`src/rtl/fetch_ctrl.sv`:
```
// Front-end sequencer: PC/IF-ID enables, per-stage flushes, redirect arbitration
// and LM/SM micro-op expansion for the IITB-RISC-23 pipeline.
module fetch_ctrl #(
    parameter int PC_W  = 16,
    parameter int NREG  = 8,
    parameter int IDX_W = 3
) (
    input  logic              clk,
    input  logic              rst_n,
    input  logic              load_use_i,
    input  logic              id_is_lmsm_i,
    input  logic [NREG-1:0]   id_lmsm_mask_i,
    input  logic              id_jump_i,
    input  logic [PC_W-1:0]   id_jump_pc_i,
    input  logic              ex_redirect_i,
    input  logic [PC_W-1:0]   ex_redirect_pc_i,
    input  logic              wb_redirect_i,
    input  logic [PC_W-1:0]   wb_redirect_pc_i,
    output logic              pc_we_o,
    output logic              redirect_en_o,
    output logic [PC_W-1:0]   redirect_pc_o,
    output logic              ifid_we_o,
    output logic [3:0]        flush_o,
    output logic              lmsm_active_o,
    output logic [IDX_W-1:0]  lmsm_idx_o,
    output logic              lmsm_last_o
);

    typedef enum logic [1:0] {
        BOOT  = 2'd0,
        RUN   = 2'd1,
        MULTI = 2'd2
    } state_t;

    state_t            r_state;
    state_t            w_state_nxt;
    logic [NREG-1:0]   r_mask;
    logic [NREG-1:0]   w_mask_nxt;
    logic [NREG-1:0]   w_mask_clr;
    logic [IDX_W-1:0]  w_idx;
    logic              w_found;
    logic              w_one;

    // Lowest set bit of the remaining mask selects the current micro-op.
    always_comb begin
        w_idx   = '0;
        w_found = 1'b0;
        for (int unsigned i = 0; i < NREG; i++) begin
            if (r_mask[i] && !w_found) begin
                w_idx   = IDX_W'(i);
                w_found = 1'b1;
            end
        end
    end

    assign w_mask_clr = r_mask & (r_mask - NREG'(1));
    assign w_one      = (r_mask != '0) && (w_mask_clr == '0);

    always_comb begin
        w_state_nxt   = r_state;
        w_mask_nxt    = r_mask;
        pc_we_o       = 1'b0;
        redirect_en_o = 1'b0;
        redirect_pc_o = '0;
        ifid_we_o     = 1'b0;
        flush_o       = '0;
        lmsm_active_o = 1'b0;
        lmsm_idx_o    = '0;
        lmsm_last_o   = 1'b0;

        if (r_state == BOOT) begin
            flush_o     = '1;
            w_state_nxt = RUN;
        end else if (wb_redirect_i) begin
            redirect_en_o = 1'b1;
            redirect_pc_o = wb_redirect_pc_i;
            pc_we_o       = 1'b1;
            ifid_we_o     = 1'b1;
            flush_o       = 4'b1111;
            w_mask_nxt    = '0;
            w_state_nxt   = RUN;
        end else if (ex_redirect_i) begin
            redirect_en_o = 1'b1;
            redirect_pc_o = ex_redirect_pc_i;
            pc_we_o       = 1'b1;
            ifid_we_o     = 1'b1;
            flush_o       = 4'b0011;
            w_mask_nxt    = '0;
            w_state_nxt   = RUN;
        end else if (r_state == MULTI) begin
            lmsm_active_o = 1'b1;
            lmsm_idx_o    = w_idx;
            lmsm_last_o   = w_one;
            if (load_use_i) begin
                lmsm_active_o = 1'b0;
                flush_o       = 4'b0010;
            end else begin
                w_mask_nxt = w_mask_clr;
                if (w_one) begin
                    pc_we_o     = 1'b1;
                    ifid_we_o   = 1'b1;
                    w_state_nxt = RUN;
                end
            end
        end else if (id_jump_i) begin
            redirect_en_o = 1'b1;
            redirect_pc_o = id_jump_pc_i;
            pc_we_o       = 1'b1;
            ifid_we_o     = 1'b1;
            flush_o       = 4'b0001;
        end else if (load_use_i) begin
            flush_o = 4'b0010;
        end else if (id_is_lmsm_i && (id_lmsm_mask_i != '0)) begin
            w_mask_nxt  = id_lmsm_mask_i;
            w_state_nxt = MULTI;
        end else begin
            pc_we_o   = 1'b1;
            ifid_we_o = 1'b1;
        end
    end

    always_ff @(posedge clk or negedge rst_n) begin
        if (!rst_n) begin
            r_state <= BOOT;
            r_mask  <= '0;
        end else begin
            r_state <= w_state_nxt;
            r_mask  <= w_mask_nxt;
        end
    end

endmodule

```
`config.mk`:
```
export PLATFORM = sky130hd
export DESIGN_NAME = fetch_ctrl
export DESIGN_NICKNAME = d
export VERILOG_FILES = /design/src/rtl/fetch_ctrl.sv
export SDC_FILE = /design/constraint.sdc
export NUM_CORES = 1
export LEC_CHECK = 0
export CAP_MARGIN = 40
export CORE_UTILIZATION = 31
export DETAILED_ROUTE_END_ITERATION = 10
export PLACE_DENSITY = 0.78
export SYNTH_ARGS = -nofsm -noshare
export SYNTH_HDL_FRONTEND = slang
export SYNTH_SLANG_ARGS = --single-unit
```
`constraint.sdc`:
```
create_clock -name clk -period 2.05 [get_ports clk]
set_input_delay 0.41 -clock clk [delete_from_list [all_inputs] [get_ports clk]]
set_output_delay 0.41 -clock clk [all_outputs]
set_load 0.01 [all_outputs]
```
Word level (Yosys, flattened, before mapping)

Index checks and enable logic that the tools add are counted.

Register bits after elaboration: 10

$add $sub $neg: 1
Muxes and demuxes: 68
Eq/ne operators: 8
Bitwise operators: 2
Reductions and logical operators: 24

Operator list:

| operator                                          | count |
|---|---|
| 2-to-1 mux 16 bit                                 | 5 |
| 2-to-1 mux 8 bit                                  | 7 |
| 2-to-1 mux 1 bit                                  | 31 |
| 2-to-1 mux 2 bit                                  | 14 |
| 2-to-1 mux 3 bit                                  | 9 |
| nonzero test 8 bit                                | 2 |
| != test 5 x 1 -> 1 bit (second input constant)    | 2 |
| != test 5 bit (second input constant)             | 2 |
| AND reduction 5 bit                               | 2 |
| logical AND 1 bit                                 | 9 |
| bitwise AND 8 bit                                 | 1 |
| logical NOT 8 bit                                 | 1 |
| 2-to-1 mux 4 bit                                  | 2 |
| != test 4 x 1 -> 1 bit (second input constant)    | 2 |
| subtractor 8 x 1 -> 8 bit (second input constant) | 1 |
| logical NOT 1 bit                                 | 7 |
| nonzero test 5 bit                                | 1 |
| != test 4 bit (second input constant)             | 1 |
| nonzero test 4 bit                                | 1 |
| equality test 2 bit (second input constant)       | 1 |
| logical NOT 2 bit                                 | 1 |
| inverter 1 bit                                    | 1 |

Depth between registers and ports, before layout

Gate-level depths: netlist of run 1.

Depth after elaboration: 26
Depth in mapped cells: 7
Gate-level depth less buffers: 5

Worst setup path before layout of run 1

Ideal clock, no wire load.

Kind: register to output
Start: reg r_mask[1]
End: out pc_we_o
Arrival: 2024 ps
Required time: 1640 ps
Stages on the path, launching flop included: 8
Buffers on the path: 2
Path slack: -384 ps
Cell sequence: dfrtp_1 buf_6 or4_4 o22ai_2 o22ai_1 or2_1 a311oi_2 buf_4

Word-level cells in the longest chain between the ends: 10

Ends and longest elaborated chain:

| item                              | line | text |
|---|---|---|
| from (decl)                       | 37   | `logic [NREG-1:0] r_mask;` |
| from (signal assigned)            | 128  | `r_mask <= w_mask_nxt;` |
| subtractor 8 x 1 -> 8 bit         | 56   | `assign w_mask_clr = r_mask & (r_mask - NREG'(1));` |
| bitwise AND 8 bit                 | 56   |  |
| logical NOT 8 bit                 | 57   | `assign w_one = (r_mask != '0) && (w_mask_clr == '0);` |
| logical AND 1 bit (*)             | 57   |  |
| 2-to-1 mux 1 bit (*) (6 in a row) | --   |  |
| to (decl)                         | 19   | `output logic pc_we_o,` |

Every way passes the cells marked *; elsewhere a longest branch is shown, timed or not.

Final worst setup path of run 1

Start: in id_lmsm_mask_i[2]
End: out pc_we_o

Word-level cells in the longest chain between the ends: 9

Ends and longest elaborated chain:

| item               | line | text |
|---|---|---|
| from (decl)        | 12   | `input logic [NREG-1:0] id_lmsm_mask_i,` |
| nonzero test 8 bit | 113  | `end else if (id_is_lmsm_i && (id_lmsm_mask_i != '0)) begin` |
| logical AND 1 bit  | 113  |  |
| 2-to-1 mux 1 bit   | 113  |  |
| 2-to-1 mux 1 bit   | 111  | `end else if (load_use_i) begin` |
| 2-to-1 mux 1 bit   | 105  | `end else if (id_jump_i) begin` |
| 2-to-1 mux 1 bit   | 90   | `end else if (r_state == MULTI) begin` |
| 2-to-1 mux 1 bit   | 82   | `end else if (ex_redirect_i) begin` |
| 2-to-1 mux 1 bit   | 74   | `end else if (wb_redirect_i) begin` |
| 2-to-1 mux 1 bit   | 71   | `if (r_state == BOOT) begin` |

No other way between the ends.

==> impl_metrics.yaml, run 1 <==
run_status:
  outcome: "finished, violations left"
  violations: "negative setup slack"
sta:
  whs_ns: 0.497
  finalHoldViolations: 0
  drv_slew: 0
  rsz0062_at_grt: "yes"
  setup_viol: 18
  slew_headroom: 0.555
  tightest_slew_ns: 0.663
  period_share: 1.28
  setup_ws_ns: -0.573
  fin_setup_tns_ns: -3.49
  skew_ns: 0.000996
  period_needed_ns: 2.62
  fmax_mhz: 381
worst_setup_path:
  r2r_start: "r_mask[4]"
  critPathKind: "in -> out"
  critPathCapture: "pc_we_o"
  path_buf_inv: 2
  worst_setup_path_end_kind: "output port"
  slowest_delay_ns: 0.44
  r2r-end: "r_state[1]"
  critPathArrivalTime_ns: 2.21
  cp-start-kind: "input pin"
  r2r_cells: 7
  crit_required_ns: 1.64
  crit_fanout: 3
  cp_top_family: "simple AND/OR/NAND/NOR gates"
  critical_path.startpoint: "id_lmsm_mask_i[2]"
  r2r_slack_ns: 0.20
  crit_cells: 7
  path_cells: "clkdlybuf4s50_1 -> nor4_1 -> nand2_1 -> a31oi_1 -> nor3_1 -> a311oi_2 -> buf_2"
  crit_path_top_delay_cell: "nor4_1"
routing:
  drc: 0
  dr.first_iter.drc_count: 205
  dr.pass1.iters: 4
  vias_per_cell: 5.37
  routed_wl_um: 5780
  drtAntennaViolNets: 0
  wl_per_cell_um: 16.8
  via_count: 1851
clocking:
  cts_root_buf: "clkbuf_8"
  cts_tree: "built"
  cts.sinks: 10
  clkTransAtPathRegs_ns: 0.05
  clockBufferDepth: 2
  htree_levels: 1
  numCtsBuffers: 3
  clk_latency_ns: 0.24
logic_synthesis:
  synth_most_common_cell: "nor3_1"
  postSynthCellCount: 170
  synthFlopType: "dfrtp_1"
  syn_area_per_cell_sq_um: 7.03
  synthArstFlopShare: 1.00
  ys_top_cells_by_count: "nor3_1 (23), nand2_1 (21), nor2_1 (17), nor2b_1 (17), a221oi_1 (16)"
  ys_seq_area_frac: 0.209
  synth_seq_cells: 10
  synth_cell_types: 35
  yosysTopAreaCell: "dfrtp_1"
  yosys_warnings: 0
  synth_edf_count: 0
  syn_nets: 233
  netlist_area_sq_mm: 0.00119
  synth_area_leaders: "dfrtp_1 (21%), a221oi_1 (12%), nor3_1 (9.6%)"
  yosys.area.top_type_share: 0.209
global_routing:
  grt_usage: 0.269
  gr-total-overflow: 0
  first_global_vias: 1900
  antenna_found_initial: 0
  grt_start_max_net_pins: 22
  grt_pass1_wl_um: 8540
cells_and_area:
  final_core_util: 0.716
  final_cell_count_no_fill: 345
  area_delta_synth_final_pct: 121
  drive_gt1_frac: 0.387
  layout.nets: 362
  diodes: 0
hold_path:
  holdCritPathClass: "in -> async"
placed_design:
  dp_cells: 326
  gp_congestion: 0.948
  dp_hpwl_um: 3870
  port_buffers: 90
floorplan:
  dieArea_sq_mm: 0.00411
  placementRows: 22
  io_pins: 91
  core_sq_mm: 0.00369
  die_x_um: 64.1
  die_y_um: 64.1
  start_util: 0.324
power_and_ir_drop:
  p_leak_nw: 1.13
  pwr_density_cell_mw_per_mm2: 322
  peakVddDrop_uv: 183
run:
  cap_violations: 0
cell type report:
type                            instances  area, sq um
Clock buffer                            3         41.3
Sequential cell                        10          251
Timing Repair Buffer                  142         1230
Fill cell                             282         1050
Inverter                                3         11.3
Tap cell                               48         60.1
Multi-Input combinational cell        139         1040
registers in the layout, indices dropped and copies added, names as in the netlist:
register  flops
r_state       2
r_mask        8
worst min-delay path by stage:
stage                         start   endpoint  slack, ns
after floorplan               rst_n  r_mask[0]       0.11
after global placement    r_mask[7]  r_mask[7]       0.53
after detailed placement  r_mask[7]  r_mask[7]       0.55
after CTS                     rst_n  r_mask[6]       0.53
after global routing          rst_n  r_mask[6]       0.53
final                         rst_n  r_mask[6]       0.50
placed cells by master (no fill, tap or decap), types with 4 or more instances in the layout:
cell             instances
a221oi_1                 5
dfrtp_1                  9
buf_2                   21
buf_6                    9
dlygate4sd2_1            4
nor2b_1                 16
clkdlybuf4s50_1         59
nor3_1                  19
nand2_1                 21
buf_4                   41
nor2_1                  13
o21ai_0                  9
a221oi_2                 8
through the flow:
step | setup slack [ns] | total power, mW | area, sq um
after global routing | -0.667 | 0.886 | 2640
after CTS | -0.559 | 0.822 | 2500
after global placement | -0.882 | 0.596 | 2350
after detailed placement | -0.927 | 0.599 | 2350
after floorplan | -0.323 | 0.343 | 1200
final | -0.573 | 0.851 | 2640
kinds of logic (layout without fill, tap and decap cells):
| kind of cell | Yosys count | after routing | synth area share |
|---|---|---|---|
| buf+inv | 21 | 148 | 0.0869 |
| compound gates | 43 | 43 | 0.273 |
| simple gates | 94 | 94 | 0.414 |
| flops | 10 | 10 | 0.209 |
| fa+ha+maj | 1 | 1 | 0.00838 |
| mux | 1 | 1 | 0.00838 |
per-layer routing:
layer  part of all wire  track usage
met5                  0            0
met4              0.045        0.122
met3              0.079       0.0536
met2               0.50        0.493
met1               0.37        0.295
report_power, final:
group          switching (mW)  leakage, nW  internal (mW)
registers             0.00430        0.132          0.202
clock network          0.0804       0.0216          0.129
logic                   0.183        0.978          0.252
what timing repair did:
| action | CTS | global route |
|---|---|---|
| setup buffers | 7 | 12 |
| hold buffers | 0 | 0 |
| pin swaps | 8 | 12 |
| gates cloned | 1 | 0 |
| endpoints found under the setup margin | 36 | 34 |
| gates resized for setup | 125 | 31 |
worst register-to-register path: cells and delay by family (launching register included):
| kind | cells | cell delay [ns] |
|---|---|---|
| and+or+nand+nor | 3 | 0.75 |
| AOI/OAI and AO/OA | 1 | 0.10 |
| buffers and inverters | 2 | 0.27 |
| DFF | 1 | 0.40 |
| muxes | 1 | 0.21 |
No activity file was read; power rests on OpenSTA's default activity.
==> inputs of run 2 (changes only) <==
--- a/config.mk
+++ b/config.mk
@@ -8,6 +8,7 @@
 export CAP_MARGIN = 40
 export CORE_UTILIZATION = 31
 export DETAILED_ROUTE_END_ITERATION = 10
+export GPL_TIMING_DRIVEN = 0
 export PLACE_DENSITY = 0.78
 export SYNTH_ARGS = -nofsm -noshare
 export SYNTH_HDL_FRONTEND = slang
==> impl_metrics.yaml, run 2 (synthesis gave the netlist of run 1 again) <==
cells_and_area:
  reg.largest.list: "r_mask (8), r_state (2)"
  largest_reg_flops: 8
  fillers: 300
  final_cell_count_no_fill: 336
  diodes: 0
  regMostFlops: "r_mask"
  layout_common_cells: "clkdlybuf4s50_1 (58), buf_4 (28), nor3_1 (21), buf_2 (21), nand2_1 (19)"
  layout.nets: 353
  final_common_cell: "clkdlybuf4s50_1"
  drive_gt1_frac: 0.417
  area_delta_synth_final_pct: 120
worst_setup_path:
  path_buf_inv: 2
  cp-start-kind: "flop"
  path_cells: "or4b_4 -> mux2i_2 -> o22ai_2 -> or2_1 -> a311oi_2 -> buf_4 -> buf_6"
  crit_path_top_delay_cell: "or4b_4"
  crit_fanout: 5
  cp_top_family: "simple AND/OR/NAND/NOR gates"
  crit_required_ns: 1.64
  worst_setup_path_end_kind: "output port"
  slowest_delay_ns: 0.54
  r2r_start: "r_mask[4]"
  critPathKind: "reg -> out"
  critical_path.startpoint: "r_mask[4]"
  critPathArrivalTime_ns: 2.40
floorplan:
  core_sq_mm: 0.00369
  die_y_um: 64.1
  dieArea_sq_mm: 0.00411
  die_x_um: 64.1
  start_util: 0.324
  placementRows: 22
  io_pins: 91
routing:
  wl_per_cell_um: 16.9
  dr.first_iter.drc_count: 152
  vias_per_cell: 5.55
  drc: 0
  via_count: 1865
  drtAntennaViolNets: 0
  dr.pass1.iters: 4
  routed_wl_um: 5670
clocking:
  cts_tree: "built"
  clk_latency_ns: 0.24
  htree_levels: 1
  cts_root_buf: "clkbuf_8"
  clkTransAtPathRegs_ns: 0.05
  cts.sinks: 10
  numCtsBuffers: 3
  clockBufferDepth: 2
sta:
  skew_ns: 0.00196
  tightest_slew_ns: 0.510
  setup_viol: 13
  rsz0062_at_grt: "yes"
  slew_headroom: 0.660
  period_needed_ns: 2.81
  fin_setup_tns_ns: -2.82
  fmax_mhz: 355
  drv_slew: 0
  period_share: 1.37
  setup_ws_ns: -0.765
  finalHoldViolations: 0
power_and_ir_drop:
  p_leak_nw: 1.08
  p_total_mw: 0.854
  pwr_density_cell_mw_per_mm2: 324
  peakVddDrop_uv: 257
run:
  cap_violations: 0
global_routing:
  gr-total-overflow: 0
  grt_usage: 0.264
  grt_pass1_wl_um: 8470
  grt_start_max_net_pins: 11
  first_global_vias: 1790
  antenna_found_initial: 0
placed_design:
  gp_congestion: 0.847
  port_buffers: 89
  dp_cells: 307
  dp_hpwl_um: 3540
  dp_slack_ns: -1.08
run_status:
  violations: "negative setup slack"
  outcome: "finished, violations left"
hold_path:
  holdCritPathClass: "in -> async"
run 2: path summary, 6_finish.rpt:
check                                   to  slack, ns  depth (start not counted)
worst max-delay path               pc_we_o      -0.76                          7
worst min register to register   r_mask[7]       0.58                          2
max in group asynchronous        r_mask[2]       1.20                          1
worst max register to register  r_state[1]       0.09                          7
worst min-delay path            r_state[1]       0.50                          1
min in group clk                 r_mask[7]       0.58                          2
run 2: per-stage QoR:
step	hold slack, ns	area (sq um)	util
2_1_floorplan	0.114	1200	-
3_3_place_gp	0.543	2150	0.582
5_1_grt	0.527	2630	0.713
4_1_cts	0.510	2450	0.666
3_5_place_dp	0.549	2150	0.582
6_report	0.500	2630	0.713
run 2: cell type report:
cell class                 count  area, sq um  area share
sequential                    10          258      0.0980
timing repair buffer         122         1040       0.397
multi-input combinational    139         1120       0.424
tap                           48         60.1      0.0228
inverter                       3         11.3     0.00428
clock buffer                   3         41.3      0.0157
buffer                        11          100      0.0380
run 2: per-layer routing:
metal / track usage / part of all wire
met5: 0 / 0
met4: 0.0795 / 0.026
met3: 0.0643 / 0.078
met2: 0.480 / 0.51
met1: 0.299 / 0.38
run 2: power breakdown:
| part | switching, mW | internal (mW) | leakage, nW |
|---|---|---|---|
| Clock | 0.0781 | 0.129 | 0.0216 |
| Sequential | 0.00676 | 0.202 | 0.125 |
| Combinational | 0.186 | 0.252 | 0.933 |
run 2: timing repair:
action,4_1_cts,5_1_grt
hold buffers,0,0
setup buffers,20,14
pin swaps,13,19
cloned,1,0
resized for setup,145,49
setup endpoints to repair,36,30
